`src/rtl/uart_pkg.sv`:
```
// rtl/uart_pkg.sv - shared state encoding and line-level constants for the word UART
package uart_pkg;

    typedef enum logic [2:0] {
        IDLE,
        START,
        DATA,
        STOP,
        DONE
    } uart_state_t;

    localparam int   DEFAULT_BAUD_DIV = 434;
    localparam logic UART_IDLE_LEVEL  = 1'b1;
    localparam logic START_BIT        = 1'b0;

endpackage

```
`src/rtl/baud_tick_gen.sv`:
```
// rtl/baud_tick_gen.sv - bit-period counter, tick on the last cycle of each bit
module baud_tick_gen #(
    parameter int BAUD_DIV = uart_pkg::DEFAULT_BAUD_DIV
) (
    input  logic clk,
    input  logic reset,
    input  logic clear,
    output logic tick
);

    localparam int CW = (BAUD_DIV > 1) ? $clog2(BAUD_DIV) : 1;

    logic [CW-1:0] cnt;

    assign tick = (cnt == CW'(BAUD_DIV - 1));

    always_ff @(posedge clk) begin
        if (reset || clear || tick) begin
            cnt <= '0;
        end else begin
            cnt <= cnt + CW'(1);
        end
    end

endmodule

```
`src/rtl/uart_word_tx.sv`:
```
// rtl/uart_word_tx.sv - sends a latched word as consecutive 8N1 bytes, LSB byte first
module uart_word_tx
    import uart_pkg::*;
#(
    parameter int WORD_LENGTH = 32,
    parameter int NBITS       = 8,
    parameter int BAUD_DIV    = DEFAULT_BAUD_DIV
) (
    input  logic                   clk,
    input  logic                   reset,
    input  logic                   SerialOutEn,
    input  logic [WORD_LENGTH-1:0] SerialData,
    output logic                   tx,
    output logic                   busy,
    output logic                   TX_flag
);

    localparam int NBYTES = WORD_LENGTH / NBITS;
    localparam int BIT_W  = (NBITS > 1) ? $clog2(NBITS) : 1;
    localparam int BYTE_W = (NBYTES > 1) ? $clog2(NBYTES) : 1;

    uart_state_t            state, state_d;
    logic [WORD_LENGTH-1:0] shreg, shreg_d;
    logic [BIT_W-1:0]       bit_cnt, bit_cnt_d;
    logic [BYTE_W-1:0]      byte_cnt, byte_cnt_d;
    logic                   tx_d, busy_d, flag_d;
    logic                   accept, bit_tick, baud_clear;

    // Restarting the counter on every state change keeps every bit full length.
    assign baud_clear = accept || (state_d != state);

    baud_tick_gen #(.BAUD_DIV(BAUD_DIV)) u_baud (
        .clk   (clk),
        .reset (reset),
        .clear (baud_clear),
        .tick  (bit_tick)
    );

    always_ff @(posedge clk) begin
        if (reset) begin
            state    <= IDLE;
            shreg    <= '0;
            bit_cnt  <= '0;
            byte_cnt <= '0;
            tx       <= UART_IDLE_LEVEL;
            busy     <= 1'b0;
            TX_flag  <= 1'b0;
        end else begin
            state    <= state_d;
            shreg    <= shreg_d;
            bit_cnt  <= bit_cnt_d;
            byte_cnt <= byte_cnt_d;
            tx       <= tx_d;
            busy     <= busy_d;
            TX_flag  <= flag_d;
        end
    end

    always_comb begin
        state_d    = state;
        shreg_d    = shreg;
        bit_cnt_d  = bit_cnt;
        byte_cnt_d = byte_cnt;
        tx_d       = tx;
        busy_d     = busy;
        flag_d     = 1'b0;
        accept     = 1'b0;

        case (state)
            IDLE: begin
                accept = SerialOutEn;
            end
            START: begin
                if (bit_tick) begin
                    state_d   = DATA;
                    bit_cnt_d = '0;
                    tx_d      = shreg[0];
                end
            end
            DATA: begin
                // Shifting after the last bit too leaves the next byte at the bottom.
                if (bit_tick) begin
                    shreg_d = shreg >> 1;
                    if (bit_cnt == BIT_W'(NBITS - 1)) begin
                        state_d = STOP;
                        tx_d    = UART_IDLE_LEVEL;
                    end else begin
                        bit_cnt_d = bit_cnt + BIT_W'(1);
                        tx_d      = shreg[1];
                    end
                end
            end
            STOP: begin
                if (bit_tick) begin
                    if (byte_cnt == BYTE_W'(NBYTES - 1)) begin
                        state_d = DONE;
                        busy_d  = 1'b0;
                        flag_d  = 1'b1;
                    end else begin
                        byte_cnt_d = byte_cnt + BYTE_W'(1);
                        state_d    = START;
                        tx_d       = START_BIT;
                    end
                end
            end
            DONE: begin
                state_d = IDLE;
                accept  = SerialOutEn;
            end
            default: begin
                state_d = IDLE;
            end
        endcase

        if (accept) begin
            shreg_d    = SerialData;
            bit_cnt_d  = '0;
            byte_cnt_d = '0;
            state_d    = START;
            tx_d       = START_BIT;
            busy_d     = 1'b1;
        end
    end

endmodule

```
`config.mk`:
```
export PLATFORM = sky130hd
export DESIGN_NAME = uart_word_tx
export DESIGN_NICKNAME = d
export VERILOG_FILES = /design/src/rtl/uart_pkg.sv /design/src/rtl/baud_tick_gen.sv /design/src/rtl/uart_word_tx.sv
export SDC_FILE = /design/constraint.sdc
export NUM_CORES = 1
export LEC_CHECK = 0
export CORE_ASPECT_RATIO = 0.6
export CORE_MARGIN = 2
export CORE_UTILIZATION = 49
export CTS_BUF_LIST = sky130_fd_sc_hd__clkbuf_4 sky130_fd_sc_hd__clkbuf_8
export DETAILED_ROUTE_END_ITERATION = 10
export PLACE_DENSITY = 0.73
export SETUP_SLACK_MARGIN = 0.02
export SKIP_CTS_REPAIR_TIMING = 1
export SLEW_MARGIN = 20
export SYNTH_ARGS = -nofsm -noshare
export SYNTH_HDL_FRONTEND = slang
export SYNTH_SLANG_ARGS = --single-unit
```
`constraint.sdc`:
```
create_clock -name clk -period 2.6 [get_ports clk]
set_input_delay 0.39 -clock clk [delete_from_list [all_inputs] [get_ports clk]]
set_output_delay 0.39 -clock clk [all_outputs]
set_load 0.02 [all_outputs]
```
Word level (Yosys, flattened, before mapping):

Cells that the tools add are included.

* register bits after elaboration: 52
* bits in latches: 0
* bits in writable memories: 0
* ROM bits: 0
* input port bits: 35
* word-level logic and storage cells: 74
* memories: 0

* $add $sub $neg: 3
* $mul: 0
* divide/modulo/power cells: 0
* $lt $le $gt $ge: 0
* equality and inequality tests: 15
* shift operators: 0
* mux-type cells: 27
* bitwise logic cells: 3
* reductions and logical operators: 18

Operators with widths (count)
* 32-bit two-way mux: 3
* 3-bit two-way mux: 9
* 1-bit two-way mux: 12
* 3-bit one-hot mux with 4 select lines: 1
* 2-bit nonzero test: 5
* 9-bit by 1-bit adder with 9-bit output (second input constant): 1
* 9-bit equality test (second input constant): 1
* 3-bit by 2-bit != test with 1-bit output (second input constant): 3
* 3-bit by 2-bit equality test with 1-bit output (second input constant): 2
* 3-bit equality test (second input constant): 2
* 3-bit one-hot mux with 2 select lines: 1
* 3-bit AND reduction: 2
* 5-bit AND reduction: 1
* 2-bit by 1-bit != test with 1-bit output (second input constant): 2
* 4-bit AND reduction: 1
* 4-bit nonzero test: 1
* 2-bit OR reduction: 2
* 3-bit by 1-bit adder with 3-bit output (second input constant): 1
* 3-bit by 1-bit equality test with 1-bit output (second input constant): 1
* 3-bit logical NOT: 1
* 1-bit logical OR: 3
* 3-bit != test: 1
* 3-bit != test (second input constant): 1
* 1-bit NOT: 3
* 6 further kinds: 6

Logic depth before layout (Yosys ltp):

Gate-level depths: netlist of the first run.

* word-level depth: 9
* mapped depth: 7
* depth with buffers taken out: 6

Hierarchy:

Synthesis of the first run repeated with hierarchy kept, for this count alone.

* cell total of the unflattened synthesis: 257
* area, all modules: 2562.5 sq um

Modules (own cells, without submodules)
* uart_word_tx: times used 1, cells each 211, area each 2148.3 sq um, seq. area each 860.8 sq um
* baud_tick_gen: times used 1, cells each 46, area each 414.1 sq um, seq. area each 180.2 sq um

Worst setup path before layout of the first run:

No wires, ideal clock.

* path type: flip-flop to flip-flop
* start: reg bit_cnt[0]
* end: reg bit_cnt[0]
* library setup time: 0.124 ns
* arrival: 1.761 ns
* required time: 2.476 ns
* slack: 0.714 ns
* stages on the path, launching flop included: 7
* path buffers: 0
* cell sequence: dfxtp_1 ha_1 ha_1 or3b_2 a2111oi_4 nand2b_1 a21oi_1

* cells in the longest elaborated chain, start to end: 4

RTL lines
* from (decl): line uart_word_tx.sv:24 `logic [BIT_W-1:0] bit_cnt, bit_cnt_d;`
* from (signal assigned): line uart_word_tx.sv:51 `bit_cnt <= bit_cnt_d;`
* 3-bit by 1-bit adder with 3-bit output: line uart_word_tx.sv:88 `bit_cnt_d = bit_cnt + BIT_W'(1);`
* 3-bit two-way mux: line uart_word_tx.sv:84 `if (bit_cnt == BIT_W'(NBITS - 1)) begin`
* 3-bit two-way mux: line uart_word_tx.sv:82 `if (bit_tick) begin`
* 3-bit one-hot mux with 2 select lines: line uart_word_tx.sv:69 `case (state)`

Parallel ways exist; a longest one is shown, timed or not. The select of a mux whose other input is x is not followed.
A chain may end at the register's enable or synchronous reset.

Worst setup path after layout of the first run:

* start: reg state[2]
* end: reg shreg[15]

* cells in the longest elaborated chain, start to end: 5

RTL lines
* from (decl): line uart_word_tx.sv:22 `uart_state_t state, state_d;`
* from (signal assigned): line uart_word_tx.sv:49 `state <= state_d;`
* 3-bit equality test / 3-bit logical NOT (equally long branches): line uart_word_tx.sv:69
* 2-bit OR reduction (no line)
* 1-bit two-way mux: line uart_word_tx.sv:69
* 2-bit nonzero test (no line)
* 2-bit AND reduction (no line)
* to (signal assigned): line uart_word_tx.sv:50 `shreg <= shreg_d;`
* to (decl): line uart_word_tx.sv:23 `logic [WORD_LENGTH-1:0] shreg, shreg_d;`

Parallel ways exist; a longest one is shown, timed or not.

==> results of run 1 <==
## power by group through the flow
stage | clock (uW) | combinational (uW) | sequential [uW]
after floorplan | 0 | 210 | 894
after global placement | 0 | 300 | 894
after detailed placement | 0 | 306 | 896
after CTS | 454 | 307 | 878
after global routing | 481 | 335 | 885
final | 438 | 305 | 878
## through the flow
stage	hold WS [ns]	util [%]	power, uW
3_5_place_dp	0.465	59.2	1200
6_report	0.478	60.8	1620
5_1_grt	0.511	60.8	1700
2_1_floorplan	0.444	-	1100
3_3_place_gp	0.460	59.2	1190
4_1_cts	0.480	60.8	1640
## Yosys cell counts, types with 3 or more instances
cell type	number
nor2_1	49
a21oi_1	5
buf_4	4
ha_1	5
nand2b_1	5
nand3_1	5
nand2_1	66
xnor2_1	8
inv_1	4
nor3_1	5
a31oi_1	3
buf_6	5
a311oi_2	29
clkbuf_1	12
dfxtp_1	52
## kinds of logic after synthesis
kind of cell | Yosys count | synth area share (%)
AND/OR/NAND/NOR | 147 | 25.0
flip-flops | 52 | 40.0
AO/OA/AOI/OAI | 49 | 23.3
multiplexers | 1 | 0.385
XOR/XNOR | 9 | 3.03
adder cells (fa/ha/maj) | 5 | 2.41
buffers and inverters | 26 | 5.82
## registers in the layout (all words and copies together) (netlist names)
signal and count:
TX_flag 1, bit_cnt 3, busy 1, byte_cnt 2, shreg 32, state 3
tx 1, u_baud.cnt 9
## worst max-delay path by stage
stage | start | to | slack (ns) | depth (start not counted)
finish | state[2]$_SDFF_PP0_ | shreg[15]$_SDFFE_PP0P_ | 0.34 | 5
global route | state[2]$_SDFF_PP0_ | shreg[15]$_SDFFE_PP0P_ | 0.18 | 5
CTS | state[2]$_SDFF_PP0_ | shreg[14]$_SDFFE_PP0P_ | 0.32 | 5
detailed placement | SerialOutEn | shreg[16]$_SDFFE_PP0P_ | 0.27 | 6
global placement | SerialOutEn | shreg[13]$_SDFFE_PP0P_ | 0.30 | 6
floorplan | bit_cnt[0]$_SDFFE_PP0P_ | bit_cnt[0]$_SDFFE_PP0P_ | 0.71 | 6
## area by class of cell
type | count | area, sq um
sequential | 52 | 1040
clock buffer | 6 | 76.3
fill | 445 | 1990
inverter | 4 | 15.0
timing repair buffer | 47 | 453
clock inverter | 1 | 5.00
multi-input combinational | 211 | 1420
tap | 66 | 82.6
## critical path, stage by stage, from the launching register on
cell and delay [ns]:
dfxtp_1 0.43, or3b_1 0.46, o31ai_4 0.67, buf_4 0.32
nor2_1 0.07, a311oi_2 0.22
## per-layer routing
metal	global-route usage, %	up-vias	wire (um)	part of all wire, %
met1	28.2	951	2790	54
met3	5.30	5	261	5.1
li1	-	1071	-	-
met2	25.3	39	2060	40
met5	0	-	0	0
met4	3.77	0	29	0.56
==> reports/summary.txt, run 1 <==
final wirelength - 5.14 mm
clk sinks - 52
Avg WL per Cell - 13.3 um
largest net degree at the start of global routing - 40
setup_tns - 0 ns
Worst-path clk slew - 0.09 ns
CP startpoint kind - flip-flop
Ant. Diodes - 0
post-synthesis sequential area ratio - 40.0%
Clk pwr share - 27.0%
post-DP HPWL - 3.60 mm
Longest Clk Path Bufs - 2
Starting Density - 51.2%
Final Instance Area - 3090 sq um
FF+latch count, synth - 52
Setup violations, final - 0
Area Growth Syn to Fin - 18.7%
Netlist cell types - 42
synthesized netlist cell count - 289
synthesized cell area - 2600 sq um
RSZ-0062 raised after global routing - false
top cell type's share of synthesized area - 40.0%
critical path type - flip-flop to flip-flop
Worst Setup Slack post-DPL - 0.272 ns
worst setup margin - 0.336 ns
CTS tree - yes
first-pass GRT wire length - 8.70 mm
WP data required - 2.81 ns
total CTS buffers - 5
Worst Tran Pin Value - 0.800 ns
Port Buffer Count - 37
ys flop type - dfxtp_1
register share of total power - 54.1%
most frequent cells in the layout - nand2_1, dfxtp_1, nor2_1
leakage - 0.00105 uW
most common cell after layout, fill and taps aside - nand2_1
Nets - 361
RR Endpoint - shreg[15]$_SDFFE_PP0P_
Int Power - 1190 uW
Placed Cells - 380
Worst R2R Path Depth - 5
Synth Net Count - 329
hold path depth - 2
vias in the first global route - 1,819
leading area contributor after synthesis - dfxtp_1
Die Y - 60.4 um
die area - 5930 sq um
die width - 98.1 um
Reg2Reg Launch Point - state[2]$_SDFF_PP0_
Post-synth ARST share - 0%
Max Freq - 442 MHz
ratio of cells with drive above 1 in the final layout - 17.1%
clock root buffer - clkbuf_8
min-delay src - bit_cnt[1]$_SDFFE_PP0P_
TritonRoute pass-1 iters - 4
I/O pin cnt - 38
outcome - finished clean
Max VDD drop - 0.000242 V
GRT overflow - 0
Setup crit end kind - flip-flop
dpl cell area - 3010 sq um
NetSw - 435 uW
initial DRC count - 120
Final ANT Viol Nets - 0
Hold Path Class - flip-flop to flip-flop
worst skew pair latency - 0.29 ns
reg2reg setup slack - 0.34 ns
Max Transition Viols Final - 0
Clock Skews - 0.00740 ns
initial antenna violation count - 0
standard-cell rows - 20
YS warnings - 0
Sw Share - 26.9%
Hold Path Sink - bit_cnt[1]$_SDFFE_PP0P_
Comb pwr share - 18.8%
GPL Wtd Cong - 0.817
final hold violation count - 0
average size of a mapped cell - 9.00 sq um
DR vias/cell - 5.34
Power Density - 525 nW/um^2
Synth area leaders - dfxtp_1, a311oi_2, nand2_1, nor2_1, xnor2_1
H-tree levels - 2
Post-Layout Cell Count - 387
GRT Total Usage - 18.3%
Vias - 2,066
critical path peak fanout - 17
Period minus WS final - 2.26 ns
Tcrit/Tclk final - 87.1%
number of synthesized flops with an enable pin - 0
core box area - 5080 sq um
slew margin rel. - 46.7%
CP arrival - 2.48 ns
MaxCap Viol Count - 0
Residual DRC - 0
Power figures use the tool's default switching activity.
==> inputs of run 2 (changes only) <==
- GPL_TIMING_DRIVEN: unset -> 0
==> run 2 against run 1 <==
Effect of this change:
- clock skew is 0.0030 ns higher
- critical endpoint is now bit_cnt[2]$_SDFFE_PP0P_
- non-clock buffer count is 12 higher
- fmax is 9.4% higher
- via count is 3.1% higher
- die area stayed put
- wire length is 5.1% higher
- flip-flop and latch count stayed put
- sequential power hardly changed
- sequential share of layout area is 0.51 points lower
- clock power is 2% higher
- count of clock-buffer cells in the layout is 1 lower
- worst setup slack better by 0.20 ns
==> reports/summary.txt, run 2 (same netlist as run 1, synthesis figures left out) <==
Port Buffer Count - 37 (unchanged)
vias in the first global route - 1,916 (+5.3%)
reg2reg setup slack - 0.53 ns (+0.20 ns)
Area Growth Syn to Fin - 20.5%
Crit path top cell by count - ha_1
Period minus WS final - 2.07 ns (-0.195 ns)
setup_tns - 0 ns (unchanged)
Worst Tran Pin Value - 0.703 ns (-0.0967 ns)
max reg flops - 32 (unchanged)
die width - 98.1 um (unchanged)
CTS tree - yes
ratio of cells with drive above 1 in the final layout - 16.2% (-0.92 points)
Top Registers - shreg x32, u_baud.cnt x9
Power Density - 523 nW/um^2 (-0.38%)
Reg2Reg Launch Point - bit_cnt[0]$_SDFFE_PP0P_
most frequent cells in the layout - nand2_1, dfxtp_1, nor2_1
clk sinks - 52 (unchanged)
largest net degree at the start of global routing - 16 (-60%)
Setup violations, final - 0 (unchanged)
RR Endpoint - bit_cnt[2]$_SDFFE_PP0P_
RSZ-0062 raised after global routing - false
worst setup path end - bit_cnt[2]$_SDFFE_PP0P_
Residual DRC - 0 (unchanged)
Multi-input gate area - 1410 sq um (-0.44%)
Worst R2R Path Depth - 6 (+1)
Avg WL per Cell - 13.5 um (+2.0%)
CP startpoint kind - flip-flop
H-tree levels - 2 (unchanged)
DR vias/cell - 5.34 (about the same)
most common cell after layout, fill and taps aside - nand2_1
Worst-path clk slew - 0.08 ns (about the same)
GRT Total Usage - 18.8% (+0.46 points)
slew margin rel. - 53.1% (+6.4 points)
Starting Density - 51.2% (unchanged)
first-pass GRT wire length - 9.04 mm (+3.9%)
Die Y - 60.4 um (unchanged)
total CTS buffers - 5 (unchanged)
Max Freq - 483 MHz (+9.4%)
final wirelength - 5.40 mm (+5.1%)
Biggest register - shreg
post-DP HPWL - 3.86 mm (+7.1%)
MaxCap Viol Count - 0 (unchanged)
Ant. Diodes - 0 (unchanged)
Setup crit end kind - flip-flop
worst skew pair latency - 0.30 ns (about the same)
Tcrit/Tclk final - 79.5% (-7.5 points)
final-layout fill cell count - 457 (+2.7%)
I/O pin cnt - 38 (unchanged)
leakage - 0.00106 uW (+0.87%)
critical path peak fanout - 6 (-11)
clock root buffer - clkbuf_8
Nets - 373 (+3.3%)
Max VDD drop - 0.000234 V (-3.3%)
Max Transition Viols Final - 0 (unchanged)
Worst Setup SP - bit_cnt[0]$_SDFFE_PP0P_
Buf/Inv on CP - 0 (-1)
Longest Clk Path Bufs - 2 (unchanged)
Final ANT Viol Nets - 0 (unchanged)
Worst path top cell family by delay - compound AO/OA/AOI/OAI gates
outcome - finished clean
core box area - 5080 sq um (unchanged)
GPL Wtd Cong - 0.822 (+0.60%)
WP data required - 2.83 ns (+0.02 ns)
slowest CP cell - or3b_2
die area - 5930 sq um (unchanged)
CP Cell Sequence - ha_1, ha_1, or3b_2, a2111oi_4, nand3_1, a21oi_1
GRT overflow - 0 (unchanged)
CP max stage delay - 0.49 ns (-0.18 ns)
critical path type - flip-flop to flip-flop
standard-cell rows - 20 (unchanged)
CP arrival - 2.30 ns (-0.18 ns)
initial antenna violation count - 0 (unchanged)
Vias - 2,130 (+3.1%)
TritonRoute pass-1 iters - 4 (unchanged)
Hold WS - 0.482 ns (+0.00361 ns)
Hold Path Class - flip-flop to flip-flop
Clock Skews - 0.0104 ns (+0.00296 ns)
critical path depth - 6 (+1)
final hold violation count - 0 (unchanged)
FF/Latch Area - 1040 sq um (unchanged)
initial DRC count - 141 (+18%)
run 2: cell count changes in the layout (fill, tap and decap cells not counted), sizes merged:
cell	before	now
clkinvlp	0	1
clkdlybuf4s50	36	37
clkbuf	6	17
buf	11	10
run 2: metrics by stage:
step,std cells,utilization (%),instance area [sq um],setup slack (ns),power [uW]
final,399,61.7,3140,0.532,1640
after global routing,399,61.7,3140,0.432,1720
after floorplan,289,-,2600,0.714,1100
after CTS,399,61.7,3140,0.534,1650
after global placement,392,60.1,3050,0.352,1210
after detailed placement,392,60.1,3050,0.331,1210
run 2: worst min path at each step:
stage | start | to | slack, ns | cells past startpoint
after floorplan | u_baud.cnt[0]$_SDFF_PP0_ | u_baud.cnt[0]$_SDFF_PP0_ | 0.44 | 1
after global placement | bit_cnt[1]$_SDFFE_PP0P_ | bit_cnt[1]$_SDFFE_PP0P_ | 0.46 | 2
after detailed placement | u_baud.cnt[0]$_SDFF_PP0_ | u_baud.cnt[0]$_SDFF_PP0_ | 0.47 | 1
after CTS | bit_cnt[1]$_SDFFE_PP0P_ | bit_cnt[1]$_SDFFE_PP0P_ | 0.48 | 2
after global routing | u_baud.cnt[0]$_SDFF_PP0_ | u_baud.cnt[0]$_SDFF_PP0_ | 0.51 | 1
final | bit_cnt[2]$_SDFFE_PP0P_ | bit_cnt[2]$_SDFFE_PP0P_ | 0.48 | 2
run 2: power by group:
group          internal, uW  total [uW]  switching (uW)
combinational           148         316             168
clock                   183         446             262
sequential              849         879            29.9
run 2: layout make-up:
type	instances	share of cell area, %
Multi-Input combinational cell	211	44.9
Clock buffer	5	2.19
Clock inverter	2	0.399
Tap cell	66	2.63
Buffer	22	4.35
Timing Repair Buffer	37	11.8
Inverter	4	0.479
Sequential cell	52	33.2
run 2: layer usage:
| layer | track usage, % | share of wire [%] | routed length (um) |
|---|---|---|---|
| met5 | 0 | 0 | 0 |
| met4 | 3.37 | 0.11 | 6 |
| met3 | 4.95 | 5.5 | 298 |
| met2 | 27.9 | 39 | 2130 |
| met1 | 27.9 | 55 | 2970 |
run 2: tightest hold or removal path, stage by stage (launching register included):
cell and delay (ns):
dfxtp_1 0.32, nand2b_1 0.06, a21oi_1 0.05
